### src/rtl/branch_rs_pkg.sv
// ---------------------------------------------------------------------------
// branch_rs_pkg
// Shared types and constants for the branch reservation station:
//   - core-wide widths (opcode, data word, ROB, physical register file)
//   - cdb_t   : registered common-data-bus broadcast {valid, dest, flags, result}
//   - branch_rs_entry_t : one reservation-station slot
// ---------------------------------------------------------------------------
package branch_rs_pkg;

  localparam int WIDTH_OP     = 4;
  localparam int WORD_SIZE_P  = 16;
  localparam int ROB_ENTRY    = 16;
  localparam int NUM_PHYS_REG = 32;
  localparam int FLAGS_W      = 4;
  localparam int BRS_DEPTH    = 4;

  localparam int TAG_W_P = $clog2(NUM_PHYS_REG);
  localparam int ROB_W_P = $clog2(ROB_ENTRY);

  typedef enum logic [WIDTH_OP-1:0] {
    OP_BCC = 4'd1,
    OP_BL  = 4'd2,
    OP_BR  = 4'd3
  } br_opcode_e;

  typedef struct packed {
    logic                   valid;
    logic [TAG_W_P-1:0]     dest;
    logic [FLAGS_W-1:0]     flags;
    logic [WORD_SIZE_P-1:0] result;
  } cdb_t;

  localparam int CDB_WIDTH = $bits(cdb_t);

  typedef struct packed {
    logic                   valid;
    logic [WIDTH_OP-1:0]    opcode;
    logic [WORD_SIZE_P-1:0] pc;
    logic [WORD_SIZE_P-1:0] op1;
    logic [WORD_SIZE_P-1:0] op2;
    logic [TAG_W_P-1:0]     tag1;
    logic [TAG_W_P-1:0]     tag2;
    logic                   rdy1;
    logic                   rdy2;
    logic [ROB_W_P-1:0]     rob_dest;
    logic [TAG_W_P-1:0]     reg_dest;
  } branch_rs_entry_t;

endpackage

### src/rtl/branch_rs_if.sv
// ---------------------------------------------------------------------------
// branch_rs_if
// Dispatch-side and issue-side signals of the branch reservation station.
//   master : dispatch stage / branch FU environment (drives disp_*_i,
//            observes disp_ready_o and the exe/issue outputs)
//   slave  : the reservation station itself
// ---------------------------------------------------------------------------
interface branch_rs_if;
  import branch_rs_pkg::*;

  // dispatch
  logic                   disp_v_i;
  logic                   disp_ready_o;
  logic [WIDTH_OP-1:0]    disp_opcode_i;
  logic [WORD_SIZE_P-1:0] disp_pc_i;
  logic [WORD_SIZE_P-1:0] disp_op1_i;
  logic [WORD_SIZE_P-1:0] disp_op2_i;
  logic [TAG_W_P-1:0]     disp_tag1_i;
  logic [TAG_W_P-1:0]     disp_tag2_i;
  logic                   disp_rdy1_i;
  logic                   disp_rdy2_i;
  logic [ROB_W_P-1:0]     disp_rob_dest_i;
  logic [TAG_W_P-1:0]     disp_reg_dest_i;

  // issue to branch FU
  logic                   exe_v_o;
  logic [WIDTH_OP-1:0]    opcode_o;
  logic [WORD_SIZE_P-1:0] pc_o;
  logic [WORD_SIZE_P-1:0] operand1_o;
  logic [WORD_SIZE_P-1:0] operand2_o;
  logic [ROB_W_P-1:0]     rob_dest_o;
  logic [TAG_W_P-1:0]     reg_dest_o;

  modport master (
    output disp_v_i, disp_opcode_i, disp_pc_i, disp_op1_i, disp_op2_i,
           disp_tag1_i, disp_tag2_i, disp_rdy1_i, disp_rdy2_i,
           disp_rob_dest_i, disp_reg_dest_i,
    input  disp_ready_o,
    input  exe_v_o, opcode_o, pc_o, operand1_o, operand2_o, rob_dest_o, reg_dest_o
  );

  modport slave (
    input  disp_v_i, disp_opcode_i, disp_pc_i, disp_op1_i, disp_op2_i,
           disp_tag1_i, disp_tag2_i, disp_rdy1_i, disp_rdy2_i,
           disp_rob_dest_i, disp_reg_dest_i,
    output disp_ready_o,
    output exe_v_o, opcode_o, pc_o, operand1_o, operand2_o, rob_dest_o, reg_dest_o
  );

endinterface

### src/rtl/rs_operand_wakeup.sv
// ---------------------------------------------------------------------------
// rs_operand_wakeup
// Combinational operand wakeup: if the operand is still waiting and the CDB
// broadcasts its producer tag, the broadcast result replaces the value and
// the operand becomes ready. Otherwise the operand passes through unchanged.
//   i_cdb_v / i_cdb_dest / i_cdb_result : CDB broadcast
//   i_rdy / i_tag / i_val               : current operand state
//   o_rdy / o_val                       : operand state after wakeup
// ---------------------------------------------------------------------------
module rs_operand_wakeup #(
  parameter int TAG_W  = 5,
  parameter int DATA_W = 16
) (
  input  logic              i_cdb_v,
  input  logic [TAG_W-1:0]  i_cdb_dest,
  input  logic [DATA_W-1:0] i_cdb_result,
  input  logic              i_rdy,
  input  logic [TAG_W-1:0]  i_tag,
  input  logic [DATA_W-1:0] i_val,
  output logic              o_rdy,
  output logic [DATA_W-1:0] o_val
);

  logic w_hit;

  assign w_hit = i_cdb_v && !i_rdy && (i_tag == i_cdb_dest);
  assign o_rdy = i_rdy || w_hit;
  assign o_val = w_hit ? i_cdb_result : i_val;

endmodule

### src/rtl/branch_rs.sv
// ---------------------------------------------------------------------------
// branch_rs
// In-order reservation station for branch ops. Dispatched branches are held
// in a circular queue, missing operands are captured from the CDB, and the
// head branch is issued to the branch FU once both its operands are ready.
// Ports:
//   clk_i, reset_n_i : clock, asynchronous active-low reset
//   flush_i          : synchronous discard of all entries
//   cdb_i            : registered CDB broadcast (flags ignored)
//   bus (slave)      : dispatch inputs / disp_ready_o and registered issue
//                      outputs exe_v_o, opcode_o, pc_o, operand1/2_o,
//                      rob_dest_o, reg_dest_o
// ---------------------------------------------------------------------------
module branch_rs
  import branch_rs_pkg::*;
#(
  parameter int DEPTH = BRS_DEPTH,
  parameter int TAG_W = TAG_W_P,
  parameter int ROB_W = ROB_W_P
) (
  input  logic        clk_i,
  input  logic        reset_n_i,
  input  logic        flush_i,
  input  cdb_t        cdb_i,
  branch_rs_if.slave  bus
);

  localparam int              PTR_W    = $clog2(DEPTH);
  localparam logic [PTR_W:0]  CNT_FULL = (PTR_W+1)'(DEPTH);

  logic [PTR_W-1:0] r_head;
  logic [PTR_W-1:0] r_tail;
  logic [PTR_W:0]   r_count;

  logic                   r_exe_v;
  logic [WIDTH_OP-1:0]    r_opcode;
  logic [WORD_SIZE_P-1:0] r_pc;
  logic [WORD_SIZE_P-1:0] r_operand1;
  logic [WORD_SIZE_P-1:0] r_operand2;
  logic [ROB_W-1:0]       r_rob_dest;
  logic [TAG_W-1:0]       r_reg_dest;

  branch_rs_entry_t w_entries [DEPTH];
  branch_rs_entry_t w_head;
  branch_rs_entry_t w_disp_entry;
  logic             w_disp;
  logic             w_issue;
  logic             w_disp_rdy1;
  logic             w_disp_rdy2;
  logic [WORD_SIZE_P-1:0] w_disp_op1;
  logic [WORD_SIZE_P-1:0] w_disp_op2;
  logic [FLAGS_W-1:0]     w_unused_flags;

  assign w_unused_flags   = cdb_i.flags;

  // Ready depends only on the registered count, never on a same-cycle issue.
  assign bus.disp_ready_o = (r_count != CNT_FULL);
  assign w_disp           = bus.disp_v_i && bus.disp_ready_o;

  assign w_head  = w_entries[r_head];
  assign w_issue = w_head.valid && w_head.rdy1 && w_head.rdy2;

  // Dispatch path: a broadcast in the dispatch cycle is captured directly.
  rs_operand_wakeup #(.TAG_W(TAG_W), .DATA_W(WORD_SIZE_P)) u_disp_wk1 (
    .i_cdb_v(cdb_i.valid), .i_cdb_dest(cdb_i.dest), .i_cdb_result(cdb_i.result),
    .i_rdy(bus.disp_rdy1_i), .i_tag(bus.disp_tag1_i), .i_val(bus.disp_op1_i),
    .o_rdy(w_disp_rdy1), .o_val(w_disp_op1)
  );

  rs_operand_wakeup #(.TAG_W(TAG_W), .DATA_W(WORD_SIZE_P)) u_disp_wk2 (
    .i_cdb_v(cdb_i.valid), .i_cdb_dest(cdb_i.dest), .i_cdb_result(cdb_i.result),
    .i_rdy(bus.disp_rdy2_i), .i_tag(bus.disp_tag2_i), .i_val(bus.disp_op2_i),
    .o_rdy(w_disp_rdy2), .o_val(w_disp_op2)
  );

  always_comb begin
    w_disp_entry          = '0;
    w_disp_entry.valid    = 1'b1;
    w_disp_entry.opcode   = bus.disp_opcode_i;
    w_disp_entry.pc       = bus.disp_pc_i;
    w_disp_entry.op1      = w_disp_op1;
    w_disp_entry.op2      = w_disp_op2;
    w_disp_entry.tag1     = bus.disp_tag1_i;
    w_disp_entry.tag2     = bus.disp_tag2_i;
    w_disp_entry.rdy1     = w_disp_rdy1;
    w_disp_entry.rdy2     = w_disp_rdy2;
    w_disp_entry.rob_dest = bus.disp_rob_dest_i;
    w_disp_entry.reg_dest = bus.disp_reg_dest_i;
  end

  genvar gi;
  generate
    for (gi = 0; gi < DEPTH; gi++) begin : g_entry
      branch_rs_entry_t       r_entry;
      logic                   w_rdy1;
      logic                   w_rdy2;
      logic [WORD_SIZE_P-1:0] w_op1;
      logic [WORD_SIZE_P-1:0] w_op2;
      logic                   w_wr;
      logic                   w_clr;

      rs_operand_wakeup #(.TAG_W(TAG_W), .DATA_W(WORD_SIZE_P)) u_wk1 (
        .i_cdb_v(cdb_i.valid), .i_cdb_dest(cdb_i.dest), .i_cdb_result(cdb_i.result),
        .i_rdy(r_entry.rdy1), .i_tag(r_entry.tag1), .i_val(r_entry.op1),
        .o_rdy(w_rdy1), .o_val(w_op1)
      );

      rs_operand_wakeup #(.TAG_W(TAG_W), .DATA_W(WORD_SIZE_P)) u_wk2 (
        .i_cdb_v(cdb_i.valid), .i_cdb_dest(cdb_i.dest), .i_cdb_result(cdb_i.result),
        .i_rdy(r_entry.rdy2), .i_tag(r_entry.tag2), .i_val(r_entry.op2),
        .o_rdy(w_rdy2), .o_val(w_op2)
      );

      assign w_wr  = w_disp  && (r_tail == PTR_W'(gi));
      assign w_clr = w_issue && (r_head == PTR_W'(gi));

      // The tail slot of a non-full queue is never the issuing head, so
      // write and clear cannot target the same slot in one cycle.
      always_ff @(posedge clk_i or negedge reset_n_i) begin
        if (!reset_n_i) begin
          r_entry <= '0;
        end else if (flush_i) begin
          r_entry.valid <= 1'b0;
        end else if (w_wr) begin
          r_entry <= w_disp_entry;
        end else if (r_entry.valid) begin
          r_entry.valid <= !w_clr;
          r_entry.rdy1  <= w_rdy1;
          r_entry.op1   <= w_op1;
          r_entry.rdy2  <= w_rdy2;
          r_entry.op2   <= w_op2;
        end
      end

      assign w_entries[gi] = r_entry;
    end
  endgenerate

  always_ff @(posedge clk_i or negedge reset_n_i) begin
    if (!reset_n_i) begin
      r_head  <= '0;
      r_tail  <= '0;
      r_count <= '0;
    end else if (flush_i) begin
      r_head  <= '0;
      r_tail  <= '0;
      r_count <= '0;
    end else begin
      if (w_disp)  r_tail <= r_tail + PTR_W'(1);
      if (w_issue) r_head <= r_head + PTR_W'(1);
      unique case ({w_disp, w_issue})
        2'b10:   r_count <= r_count + (PTR_W+1)'(1);
        2'b01:   r_count <= r_count - (PTR_W+1)'(1);
        default: r_count <= r_count;
      endcase
    end
  end

  // Issue registers: data outputs hold their last issued values when idle.
  always_ff @(posedge clk_i or negedge reset_n_i) begin
    if (!reset_n_i) begin
      r_exe_v    <= 1'b0;
      r_opcode   <= '0;
      r_pc       <= '0;
      r_operand1 <= '0;
      r_operand2 <= '0;
      r_rob_dest <= '0;
      r_reg_dest <= '0;
    end else if (flush_i) begin
      r_exe_v <= 1'b0;
    end else if (w_issue) begin
      r_exe_v    <= 1'b1;
      r_opcode   <= w_head.opcode;
      r_pc       <= w_head.pc;
      r_operand1 <= w_head.op1;
      r_operand2 <= w_head.op2;
      r_rob_dest <= w_head.rob_dest;
      r_reg_dest <= w_head.reg_dest;
    end else begin
      r_exe_v <= 1'b0;
    end
  end

  assign bus.exe_v_o    = r_exe_v;
  assign bus.opcode_o   = r_opcode;
  assign bus.pc_o       = r_pc;
  assign bus.operand1_o = r_operand1;
  assign bus.operand2_o = r_operand2;
  assign bus.rob_dest_o = r_rob_dest;
  assign bus.reg_dest_o = r_reg_dest;

endmodule

### src/flat_wrapper.sv
// flat-port wrapper written by rule: the top's interface ports become plain ports
module branch_rs_flat import branch_rs_pkg::*;
#(
  parameter int DEPTH = BRS_DEPTH,
  parameter int TAG_W = TAG_W_P,
  parameter int ROB_W = ROB_W_P
)
  (clk_i, reset_n_i, flush_i, cdb_i, bus_disp_v_i, bus_disp_opcode_i, bus_disp_pc_i, bus_disp_op1_i, bus_disp_op2_i, bus_disp_tag1_i, bus_disp_tag2_i, bus_disp_rdy1_i, bus_disp_rdy2_i, bus_disp_rob_dest_i, bus_disp_reg_dest_i, bus_disp_ready_o, bus_exe_v_o, bus_opcode_o, bus_pc_o, bus_operand1_o, bus_operand2_o, bus_rob_dest_o, bus_reg_dest_o);
  branch_rs_if bus_i ();
  input  logic clk_i;
  input  logic reset_n_i;
  input  logic flush_i;
  input  cdb_t cdb_i;
  input wire logic [$bits(bus_i.disp_v_i)-1:0] bus_disp_v_i;
  input wire logic [$bits(bus_i.disp_opcode_i)-1:0] bus_disp_opcode_i;
  input wire logic [$bits(bus_i.disp_pc_i)-1:0] bus_disp_pc_i;
  input wire logic [$bits(bus_i.disp_op1_i)-1:0] bus_disp_op1_i;
  input wire logic [$bits(bus_i.disp_op2_i)-1:0] bus_disp_op2_i;
  input wire logic [$bits(bus_i.disp_tag1_i)-1:0] bus_disp_tag1_i;
  input wire logic [$bits(bus_i.disp_tag2_i)-1:0] bus_disp_tag2_i;
  input wire logic [$bits(bus_i.disp_rdy1_i)-1:0] bus_disp_rdy1_i;
  input wire logic [$bits(bus_i.disp_rdy2_i)-1:0] bus_disp_rdy2_i;
  input wire logic [$bits(bus_i.disp_rob_dest_i)-1:0] bus_disp_rob_dest_i;
  input wire logic [$bits(bus_i.disp_reg_dest_i)-1:0] bus_disp_reg_dest_i;
  output wire logic [$bits(bus_i.disp_ready_o)-1:0] bus_disp_ready_o;
  output wire logic [$bits(bus_i.exe_v_o)-1:0] bus_exe_v_o;
  output wire logic [$bits(bus_i.opcode_o)-1:0] bus_opcode_o;
  output wire logic [$bits(bus_i.pc_o)-1:0] bus_pc_o;
  output wire logic [$bits(bus_i.operand1_o)-1:0] bus_operand1_o;
  output wire logic [$bits(bus_i.operand2_o)-1:0] bus_operand2_o;
  output wire logic [$bits(bus_i.rob_dest_o)-1:0] bus_rob_dest_o;
  output wire logic [$bits(bus_i.reg_dest_o)-1:0] bus_reg_dest_o;
  assign bus_i.disp_v_i = bus_disp_v_i;
  assign bus_i.disp_opcode_i = bus_disp_opcode_i;
  assign bus_i.disp_pc_i = bus_disp_pc_i;
  assign bus_i.disp_op1_i = bus_disp_op1_i;
  assign bus_i.disp_op2_i = bus_disp_op2_i;
  assign bus_i.disp_tag1_i = bus_disp_tag1_i;
  assign bus_i.disp_tag2_i = bus_disp_tag2_i;
  assign bus_i.disp_rdy1_i = bus_disp_rdy1_i;
  assign bus_i.disp_rdy2_i = bus_disp_rdy2_i;
  assign bus_i.disp_rob_dest_i = bus_disp_rob_dest_i;
  assign bus_i.disp_reg_dest_i = bus_disp_reg_dest_i;
  assign bus_disp_ready_o = bus_i.disp_ready_o;
  assign bus_exe_v_o = bus_i.exe_v_o;
  assign bus_opcode_o = bus_i.opcode_o;
  assign bus_pc_o = bus_i.pc_o;
  assign bus_operand1_o = bus_i.operand1_o;
  assign bus_operand2_o = bus_i.operand2_o;
  assign bus_rob_dest_o = bus_i.rob_dest_o;
  assign bus_reg_dest_o = bus_i.reg_dest_o;
  branch_rs #(.DEPTH(DEPTH), .TAG_W(TAG_W), .ROB_W(ROB_W)) u_core (.clk_i(clk_i), .reset_n_i(reset_n_i), .flush_i(flush_i), .cdb_i(cdb_i), .bus(bus_i));
endmodule
### config.mk
export PLATFORM = sky130hd
export DESIGN_NAME = branch_rs_flat
export DESIGN_NICKNAME = d
export VERILOG_FILES = /design/src/rtl/branch_rs_pkg.sv /design/src/rtl/branch_rs_if.sv /design/src/rtl/rs_operand_wakeup.sv /design/src/rtl/branch_rs.sv /design/src/flat_wrapper.sv
export SDC_FILE = /design/constraint.sdc
export NUM_CORES = 1
export LEC_CHECK = 0
export CAP_MARGIN = 40
export CORE_MARGIN = 1
export CORE_UTILIZATION = 45
export DETAILED_ROUTE_END_ITERATION = 16
export GPL_TIMING_DRIVEN = 1
export PLACE_DENSITY = 0.67
export SETUP_SLACK_MARGIN = 0.05
export SLEW_MARGIN = 20
export SYNTH_ARGS = -nofsm -noshare
export SYNTH_HDL_FRONTEND = slang
export SYNTH_HIERARCHICAL = 1
export SYNTH_SLANG_ARGS = --single-unit
### constraint.sdc
create_clock -name clk_i -period 3.5 [get_ports clk_i]
set_input_delay 0.525 -clock clk_i [delete_from_list [all_inputs] [get_ports clk_i]]
set_output_delay 0.525 -clock clk_i [all_outputs]
set_load 0.03 [all_outputs]
After elaboration in Yosys (flattened, before gate mapping)
Cells that the tools add are included.
{"block": "word_totals", "regBits": 365, "latch_bits": 0, "ram_bits": 0, "romBits": 0, "in_bits": 103, "out_inout_bits": 63, "elab_cells": 218, "n_memories": 0}
{"block": "op_classes", "n_addsub": 4, "mul": 0, "div_mod_pow": 0, "n_lt_le_gt_ge": 1, "eq_ne": 19, "shift": 0, "muxes": 49, "bitwise": 2, "reduce_logical": 89}
{"operator": "32-bit two-way mux", "count": 8}
{"operator": "16-bit two-way mux", "count": 10}
{"operator": "74-bit binary-select mux with 2-bit select", "count": 1}
{"operator": "74-bit two-way mux", "count": 2}
{"operator": "5-bit == test", "count": 10}
{"operator": "1-bit logical AND", "count": 31}
{"operator": "2-bit nonzero test", "count": 14}
{"operator": "2-bit two-way mux", "count": 12}
{"operator": "3-bit AND reduction", "count": 8}
{"operator": "2-bit AND reduction", "count": 9}
{"operator": "1-bit zero test", "count": 14}
{"operator": "1-bit two-way mux", "count": 14}
{"operator": "2-bit == test (second input constant)", "count": 5}
{"operator": "1-bit logical OR", "count": 10}
{"operator": "2-bit by 1-bit == test with 1-bit output (second input constant)", "count": 3}
{"operator": "3-bit case mux with 2 select lines", "count": 1}
{"operator": "2-bit by 1-bit adder with 2-bit output (second input constant)", "count": 2}
{"operator": "2-bit zero test", "count": 2}
{"operator": "3-bit by 1-bit adder with 3-bit output (second input constant)", "count": 1}
{"operator": "3-bit >= comparator (second input constant)", "count": 1}
{"operator": "3-bit two-way mux", "count": 1}
{"operator": "3-bit != test (second input constant)", "count": 1}
{"operator": "2-bit inverter with 3-bit output", "count": 1}
{"operator": "3-bit nonzero test", "count": 1}
{"operator": "other kinds (2)", "count": 2}

Logic depth before layout (Yosys ltp)
Gate-level depths: netlist of run 1.
{"block": "depth", "word_depth": 11, "mapped_depth": 9, "mapped_depth_nobuf": 7}

By module
The synthesis of run 1 kept the hierarchy.
{"mod": "branch_rs", "n_inst": 1, "cells_per_inst": 1202, "area_each_um2": 16603.4, "seq_area_each_um2": 9133.8}
{"mod": "rs_operand_wakeup", "n_inst": 10, "cells_per_inst": 25, "area_each_um2": 312.8, "seq_area_each_um2": 0.0}

Least setup slack after synthesis of run 1
No wires, ideal clock.
{"block": "synth_path", "path_kind": "register to register", "startpoint": "reg u_core.r_count[2]", "endpoint": "reg u_core.r_count[2]", "setup_ns": 0.125, "arrival_time_ns": 2.033, "t_required_ns": 3.375, "path_slack_ns": 1.342, "path_stages_with_launch": 10, "n_path_buf": 2, "synth_period_minus_slack_ns": 2.158, "cell_sequence": "dfrtp_1 -> or3b_1 -> buf_6 -> buf_6 -> nand2_1 -> and2_1 -> fa_1 -> and3_1 -> mux2i_1 -> mux2_2"}
{"block": "synth_between", "elab_chain_cells": 5, "elab_cells_between_ends": 9, "classes_between": "2 x add/sub; 3 x eq/ne; 2 x mux; 2 x reduce/logical"}
{"item": "from (decl)", "line_no": "branch_rs.sv:33", "rtl": "logic [PTR_W:0] r_count;"}
{"item": "from (signal assigned)", "line_no": "branch_rs.sv:152", "rtl": "2'b10: r_count <= r_count + (PTR_W+1)'(1);"}
{"item": "from (signal assigned)", "line_no": "branch_rs.sv:153", "rtl": "2'b01: r_count <= r_count - (PTR_W+1)'(1);"}
{"item": "from (signal assigned)", "line_no": "branch_rs.sv:154", "rtl": "default: r_count <= r_count;"}
{"item": "3-bit != test *", "line_no": "branch_rs.sv:57", "rtl": "assign bus.disp_ready_o = (r_count != CNT_FULL);"}
{"item": "named net bus_disp_ready_o", "line_no": "flat_wrapper.sv:25", "rtl": "output wire logic [$bits(bus_i.disp_ready_o)-1:0] bus_disp_ready_o;"}
{"item": "1-bit logical AND *", "line_no": "branch_rs.sv:58", "rtl": "assign w_disp = bus.disp_v_i && bus.disp_ready_o;"}
{"item": "2-bit by 1-bit == test with 1-bit output or 2-bit == test (tied branches)", "line_no": "branch_rs.sv:151", "rtl": "unique case ({w_disp, w_issue})"}
{"item": "3-bit case mux with 2 select lines", "line_no": "branch_rs.sv:151"}
{"item": "3-bit two-way mux", "line_no": "branch_rs.sv:144", "rtl": "end else if (flush_i) begin"}
Mark *: on every way through the listed nets, which the timed path passes. The rest lies on a longest branch.
A chain may end at the register's enable or synchronous reset.

Worst setup path after layout of run 1
{"block": "layout_path", "startpoint": "reg u_core.r_count[2]", "endpoint": "out bus_disp_ready_o"}
{"block": "layout_between", "elab_chain_cells": 1}
{"item": "3-bit != test", "line_no": "branch_rs.sv:57"}
{"item": "to (decl)", "line_no": "flat_wrapper.sv:25"}
No other way between the ends.

==> results.md, run 1 <==
* **outcome** completed
* **maximum fanout count along the critical path** 15
* **initial antenna violation count** 0
* **grt ovf** 0
* **share of synthesized area occupied by flip-flops and latches** 0.4629
* **detail-routed net length per standard cell** 21.82 um
* **required time at the endpoint of the critical path** 2970 ps
* **post-synthesis mux area share** 0.3731
* **Setup crit start kind** register
* **instance area at placement** 0.02199 mm2
* **Final TNS setup** 0 ps
* **largest clock skew in the final design** 14.35 ps
* **share of layout cells above drive strength 1** 0.3567
* **clock buffers created by TritonCTS** 41
* **leakage power total** 10.95 nW
* **number of cells produced by synthesis** 1452
* **maximum count of clock buffers along a single path** 3
* **die span in x** 211.4 um
* **hpwl dp** 29230 um
* **Layout Area Growth over Synthesis** 18.36%
* **max-capacitance violation count** 0
* **total number of yosys warnings** 6
* **vias in the first global route** 13000
* **transition at the pin with the smallest max-transition slack** 820.2 ps
* **via count** 12290
* **Data arrival, critical path** 2450 ps
* **start-to-end type of the worst setup path** register to output pin
* **quantity of hold-fixing buffers added after cts** 0
* **flip-flop cell with the highest count after synthesis** sky130_fd_sc_hd__dfrtp_1
* **post-synthesis area per instance** 13.59 um2
* **drt drc** 0
* **number of I/O port buffers** 161
* **number of placement rows** 76
* **adder-cell area share of the yosys netlist** 0.006088
* **Clock transition at path regs** 60 ps
* **post-cts sizing count** 0
* **die extent in y** 211.4 um
* **net count after synthesis** 1564
* **Max Slew Vio Count** 0
* **number of H-tree levels** 2
* **DRT antenna net count** 0
* **setup-violating endpoint count in the final report** 0
* **Worst setup EP type** output pin
* **last weighted congestion value of the routability-driven placer** 0.7752
* **aggregate global-route resource usage** 0.2222
* **top cells by area in the synthesized netlist** sky130_fd_sc_hd__dfrtp_1 46%, sky130_fd_sc_hd__mux2_2 16%, sky130_fd_sc_hd__mux2i_1 7.0%, sky130_fd_sc_hd__mux4_2 7.0%, sky130_fd_sc_hd__mux2_4 6.8%
* **worst rel slew slack** 0.4532
* **area of all placed cells without fillers** 0.02335 mm2
* **count of buffers added by post-CTS timing repair for setup** 0
* **share of the synthesized area in compound gates (AO/OA/AOI/OAI)** 0.04153
* **cell with the largest stage delay on the worst path** sky130_fd_sc_hd__clkdlybuf4s50_1
* **most common cell in the synthesized netlist** sky130_fd_sc_hd__dfrtp_1
* **Filler Cell Count** 3689
* **CTS Root Cell** sky130_fd_sc_hd__clkbuf_16
* **global-route wire length before repair** 75840 um
* **Floorplan Core Area** 0.04317 mm2
* **# IOs** 166
* **number of instances in the placed design** 2143
* **fraction of synthesized cell area taken by the top area cell type** 0.4629
* **XOR/XNOR share of the synthesized area** 0.02353
* **clock sink count** 365
* **summed instance area of the synthesized netlist** 0.01973 mm2
* **router iterations before antenna repair** 5
* **routed wire length** 48330 um
* **count of different cell masters after synthesis** 37
* **area leader, netlist** sky130_fd_sc_hd__dfrtp_1
* **Peak Freq** 336.7 MHz
* **classification of the worst-slack hold path** input port to async pin
* **number of enable flip-flop cells after synthesis** 0
* **final critical delay including setup and external delays** 2970 ps
* **detailed router's first-iteration violation count** 695
* **final instance count without filler cells** 2215
* **unrepaired setup endpoints after global routing** false
* **maximum number of pins on one net before global-route repair** 103
* **synthesized-area fraction occupied by and/or/nand/nor cells** 0.05682
* **share of flip-flops with an asynchronous set or reset after synthesis** 1.000
* **Critical Path, Cell by Cell** or3b_1 > clkdlybuf4s50_1
* **Hold Fails Final Rpt** 0
* **flops & latches, synth** 365
* **power density of the placed cells** 787.9 mW/mm2
* **fraction of the cycle the final worst path needs** 0.8487
* **Peak supply drop** 0.5695 mV
* **TritonCTS clock tree** yes
* **Vias per Instance** 5.550
* **starting density of the core** 0.4570
* **Largest stage delay, worst path** 850 ps
* **most frequent cells after synthesis** 365 x sky130_fd_sc_hd__dfrtp_1, 287 x sky130_fd_sc_hd__mux2_2, 138 x sky130_fd_sc_hd__mux2i_1
* **largest family of logic cells by synthesized area** multiplexers
* **DIE AREA** 0.04469 mm2
* **number of nets at the end of the flow** 1713
* **worst-skew pair later-pin latency** 560 ps
* **flop2flop setup slack** 810 ps
[flip-flops by register name (all words and copies together), names as in the netlist, 3 cells and up]
signal                  cells
u_core/bus.opcode_o         4
u_core/bus.operand1_o      16
u_core/bus.operand2_o      16
u_core/bus.pc_o            16
u_core/bus.reg_dest_o       5
u_core/bus.rob_dest_o       4
u_core/g_entry.r_entry    296
u_core/r_count              3
[stage by stage]
stage | util | hold WS [ps] | setup slack (ps) | power [mW]
floorplan | - | 229.4 | 1342 | 12.02
global placement | 0.5095 | 471.2 | 482.5 | 13.89
detailed placement | 0.5095 | 478.7 | 428.5 | 14.17
CTS | 0.5409 | 45.51 | 480.9 | 18.61
global route | 0.5409 | 73.58 | 425.5 | 19.44
finish | 0.5410 | 29.00 | 529.7 | 18.40
[worst max-delay path, delay by kind of cell (launching register included)]
kind | cells | cell delay (ps)
DFF | 1 | 390
and+or+nand+nor | 1 | 640
buffers and inverters | 1 | 850
[layout by cell type, fill, tap and decap left out, types with 3 or more instances in the layout]
cell / Yosys / layout
sky130_fd_sc_hd__clkbuf_1: 23 / 7
sky130_fd_sc_hd__clkbuf_16: 0 / 41
sky130_fd_sc_hd__mux2_4: 90 / 90
sky130_fd_sc_hd__nand3_2: 0 / 4
sky130_fd_sc_hd__mux4_2: 61 / 61
sky130_fd_sc_hd__clkdlybuf4s50_1: 0 / 160
sky130_fd_sc_hd__nand2_1: 110 / 107
sky130_fd_sc_hd__o21ai_0: 102 / 102
sky130_fd_sc_hd__mux2i_1: 138 / 138
sky130_fd_sc_hd__nor4_2: 10 / 10
sky130_fd_sc_hd__xnor2_1: 12 / 12
sky130_fd_sc_hd__or2b_1: 10 / 10
sky130_fd_sc_hd__dfrtp_1: 365 / 363
sky130_fd_sc_hd__clkbuf_8: 0 / 7
sky130_fd_sc_hd__nand4b_4: 10 / 10
sky130_fd_sc_hd__a21oi_1: 36 / 36
sky130_fd_sc_hd__a31oi_1: 4 / 4
sky130_fd_sc_hd__inv_1: 6 / 6
sky130_fd_sc_hd__clkinv_2: 0 / 8
sky130_fd_sc_hd__ha_1: 8 / 8
sky130_fd_sc_hd__mux2_2: 287 / 287
sky130_fd_sc_hd__xor2_1: 41 / 41
sky130_fd_sc_hd__nand2_2: 0 / 3
sky130_fd_sc_hd__buf_4: 13 / 23
sky130_fd_sc_hd__buf_12: 0 / 18
sky130_fd_sc_hd__a32oi_4: 1 / 4
sky130_fd_sc_hd__bufinv_16: 0 / 4
sky130_fd_sc_hd__nor2_1: 39 / 39
[area by class of cell]
class | count | area (um2) | share of cell area
antenna | 1 | 2.502 | 0.0001071
clock buffer | 55 | 1149 | 0.04918
clock inverter | 16 | 209.0 | 0.008947
inverter | 6 | 22.52 | 0.0009643
multi-input combinational | 985 | 9952 | 0.4261
sequential | 365 | 9139 | 0.3913
tap | 585 | 732.0 | 0.03134
timing repair buffer | 202 | 2150 | 0.09204
[cell families after synthesis]
logic type / Yosys count
AND/OR/NAND/NOR: 196
AO/OA/AOI/OAI: 149
flip-flops: 365
adder cells (fa/ha/maj): 9
multiplexers: 578
buffers and inverters: 102
XOR/XNOR: 53
[final timing paths]
path,from,end,cells after the start
setup reg to reg,u_core/r_count[2],u_core/r_count[2],7
setup / recovery,u_core/r_count[2],bus_disp_ready_o,2
hold / removal,reset_n_i,u_core/bus.reg_dest_o[3],1
min in group clk_i,u_core/bus.opcode_o[2],u_core/bus.opcode_o[2],1
max in group asynchronous,reset_n_i,u_core/g_entry[3].r_entry[65],2
hold reg to reg,u_core/bus.opcode_o[2],u_core/bus.opcode_o[2],1
[report_power, final]
part | internal, mW | total [mW] | switching [mW]
clock | 2.60 | 4.37 | 1.77
combinational | 3.92 | 7.08 | 3.16
sequential | 5.92 | 6.96 | 1.04
total | 12.4 | 18.4 | 5.96
[routing by layer]
metal  routed length [um]  vias up  GRT usage
li1                     -     5614          -
met1                21930     6364     0.3013
met2                23790      261     0.3755
met3                 1819       54    0.02967
met4                  796        0    0.05647
met5                    0        -          0
(Power assumes the default switching activity.)
==> run 2: changes to the inputs <==
- clock period: 3.5 -> 2.8 ns (I/O delays scaled with it)
==> results.md, run 2 (same netlist as run 1, synthesis figures left out) <==
* **outcome** completed
* **Largest stage delay, worst path** 570 ps, -280 ps
* **number of H-tree levels** 2, unchanged
* **hpwl dp** 29300 um, +0.22%
* **clock sink count** 365, unchanged
* **number of nets at the end of the flow** 1728, +0.88%
* **die span in x** 211.4 um, unchanged
* **initial antenna violation count** 1, +1
* **max-capacitance violation count** 0, unchanged
* **Data arrival, critical path** 1900 ps, -550 ps
* **count of buffers added by post-CTS timing repair for setup** 0, unchanged
* **Max Slew Vio Count** 0, unchanged
* **unrepaired setup endpoints after global routing** false
* **Vias per Instance** 5.491, -1.1%
* **flip-flop count of the largest register after layout** 296, unchanged
* **top library cells by usage in the layout, fill and taps aside** 363 x sky130_fd_sc_hd__dfrtp_1, 287 x sky130_fd_sc_hd__mux2_2, 159 x sky130_fd_sc_hd__clkdlybuf4s50_1
* **Layout Area Growth over Synthesis** 19.70%
* **required time at the endpoint of the critical path** 2380 ps, -590 ps
* **fraction of the cycle the final worst path needs** 0.8300
* **power density of the placed cells** 975.2 mW/mm2, +24%
* **vias in the first global route** 13150, +1.2%
* **worst rel slew slack** 0.5150, +0.06177
* **detail-routed net length per standard cell** 21.61 um, -0.94%
* **ANT cells** 0, -1
* **DRT antenna net count** 0, unchanged
* **Peak supply drop** 0.8165 mV, +43%
* **start-to-end type of the worst setup path** register to output pin
* **via count** 12260, -0.30%
* **clock buffers created by TritonCTS** 42, +2.4%
* **drt drc** 0, unchanged
* **number of placement rows** 76, unchanged
* **setup-violating endpoint count in the final report** 0, unchanged
* **instance area at placement** 0.02226 mm2, +1.2%
* **total chip power** 23.03 mW, +25%
* **worst-skew pair later-pin latency** 570 ps, about the same
* **die extent in y** 211.4 um, unchanged
* **CTS Root Cell** sky130_fd_sc_hd__clkbuf_16
* **Clock transition at path regs** 60 ps, about the same
* **Peak Freq** 430.3 MHz
* **# IOs** 166, unchanged
* **final worst hold slack** 410.1 ps, +381.1 ps
* **final critical delay including setup and external delays** 2324 ps
* **classification of the worst-slack hold path** input port to async pin
* **least setup slack across all paths after layout** 476.1 ps, -53.57 ps
* **Floorplan Core Area** 0.04317 mm2, unchanged
* **grt ovf** 0, unchanged
* **area of all placed cells without fillers** 0.02362 mm2, +1.1%
* **global-route wire length before repair** 76590 um, +0.98%
* **number of I/O port buffers** 161, unchanged
* **share of layout cells above drive strength 1** 0.3594, +0.002781
* **Setup crit start kind** register
* **TritonCTS clock tree** yes
* **cell with the largest stage delay on the worst path** sky130_fd_sc_hd__or3b_1
* **Final TNS setup** 0 ps, unchanged
* **routed wire length** 48240 um, -0.18%
* **transition at the pin with the smallest max-transition slack** 727.6 ps, -92.65 ps
* **leakage power total** 11.09 nW, +1.3%
* **worst slack, placed** 96.47 ps, -332.1 ps
* **maximum number of pins on one net before global-route repair** 102, -0.97%
* **starting density of the core** 0.4570, unchanged
* **detailed router's first-iteration violation count** 749, +7.8%
* **maximum count of clock buffers along a single path** 3, unchanged
* **most common cell after layout, fill and taps aside** sky130_fd_sc_hd__dfrtp_1
* **Worst setup EP type** output pin
* **Critical Path, Cell by Cell** or3b_1 > dlymetal6s2s_1
* **largest clock skew in the final design** 16.69 ps, +2.346 ps
* **last weighted congestion value of the routability-driven placer** 0.7722, -0.39%
* **aggregate global-route resource usage** 0.2237, +0.001429
* **Hold Fails Final Rpt** 0, unchanged
* **DIE AREA** 0.04469 mm2, unchanged
* **router iterations before antenna repair** 5, unchanged
* **largest register by flop count** u_core/g_entry.r_entry
* **maximum fanout count along the critical path** 10, -5
[run 2: final cells by class]
| type | instances | area [um2] |
|---|---|---|
| inverter | 6 | 22.52 |
| tap | 585 | 732.0 |
| clock buffer | 65 | 1249 |
| timing repair buffer | 216 | 2422 |
| multi-input combinational | 985 | 9952 |
| clock inverter | 10 | 101.3 |
| sequential | 365 | 9139 |
| fill | 3633 | 19550 |
[run 2: metrics by stage]
step | std cells | util
global placement | 2156 | 0.5155
detailed placement | 2156 | 0.5155
floorplan | 1452 | -
global route | 2232 | 0.5471
finish | 2232 | 0.5471
CTS | 2232 | 0.5470
[run 2: final timing paths]
kind | from | slack [ps] | endpoint | cells past startpoint
hold / removal | reset_n_i | 410 | u_core/bus.reg_dest_o[3] | 2
min in group clk_i | u_core/bus.pc_o[14] | 490 | u_core/bus.pc_o[14] | 1
setup / recovery | u_core/r_count[0] | 480 | bus_disp_ready_o | 2
max in group asynchronous | reset_n_i | 1450 | u_core/g_entry[3].r_entry[69] | 3
hold reg to reg | u_core/bus.pc_o[14] | 490 | u_core/bus.pc_o[14] | 1
setup reg to reg | u_core/r_count[0] | 480 | u_core/r_count[2] | 7
[run 2: worst max-delay path, delay by kind of cell, from the launching register on]
family / cells / cell delay [ps]
simple gates: 1 / 570
buf+inv: 1 / 340
flops: 1 / 430
[run 2: report_power, final]
| part | internal (mW) | leakage, nW | total [mW] | switching, mW |
|---|---|---|---|---|
| Sequential | 7.40 | 4.59 | 8.68 | 1.28 |
| Combinational | 4.97 | 5.84 | 8.97 | 4.00 |
| Clock | 3.16 | 0.665 | 5.38 | 2.21 |
| Total | 15.5 | 11.1 | 23.0 | 7.49 |
[run 2: layer usage]
layer  global-route usage  part of all wire  vias up
met5                    0                 0        -
met2               0.3762              0.49      245
met4              0.06047             0.018        0
li1                     -                 -     5613
met3              0.03664             0.040       65
met1               0.2987              0.45     6333
[run 2: what timing repair did]
| action | CTS | global route |
|---|---|---|
| setup endpoints to repair | 0 | 1 |
| gates resized for setup | 0 | 1 |
| hold buffers | 1 | 0 |
| endpoints found under the hold margin | 57 | 0 |
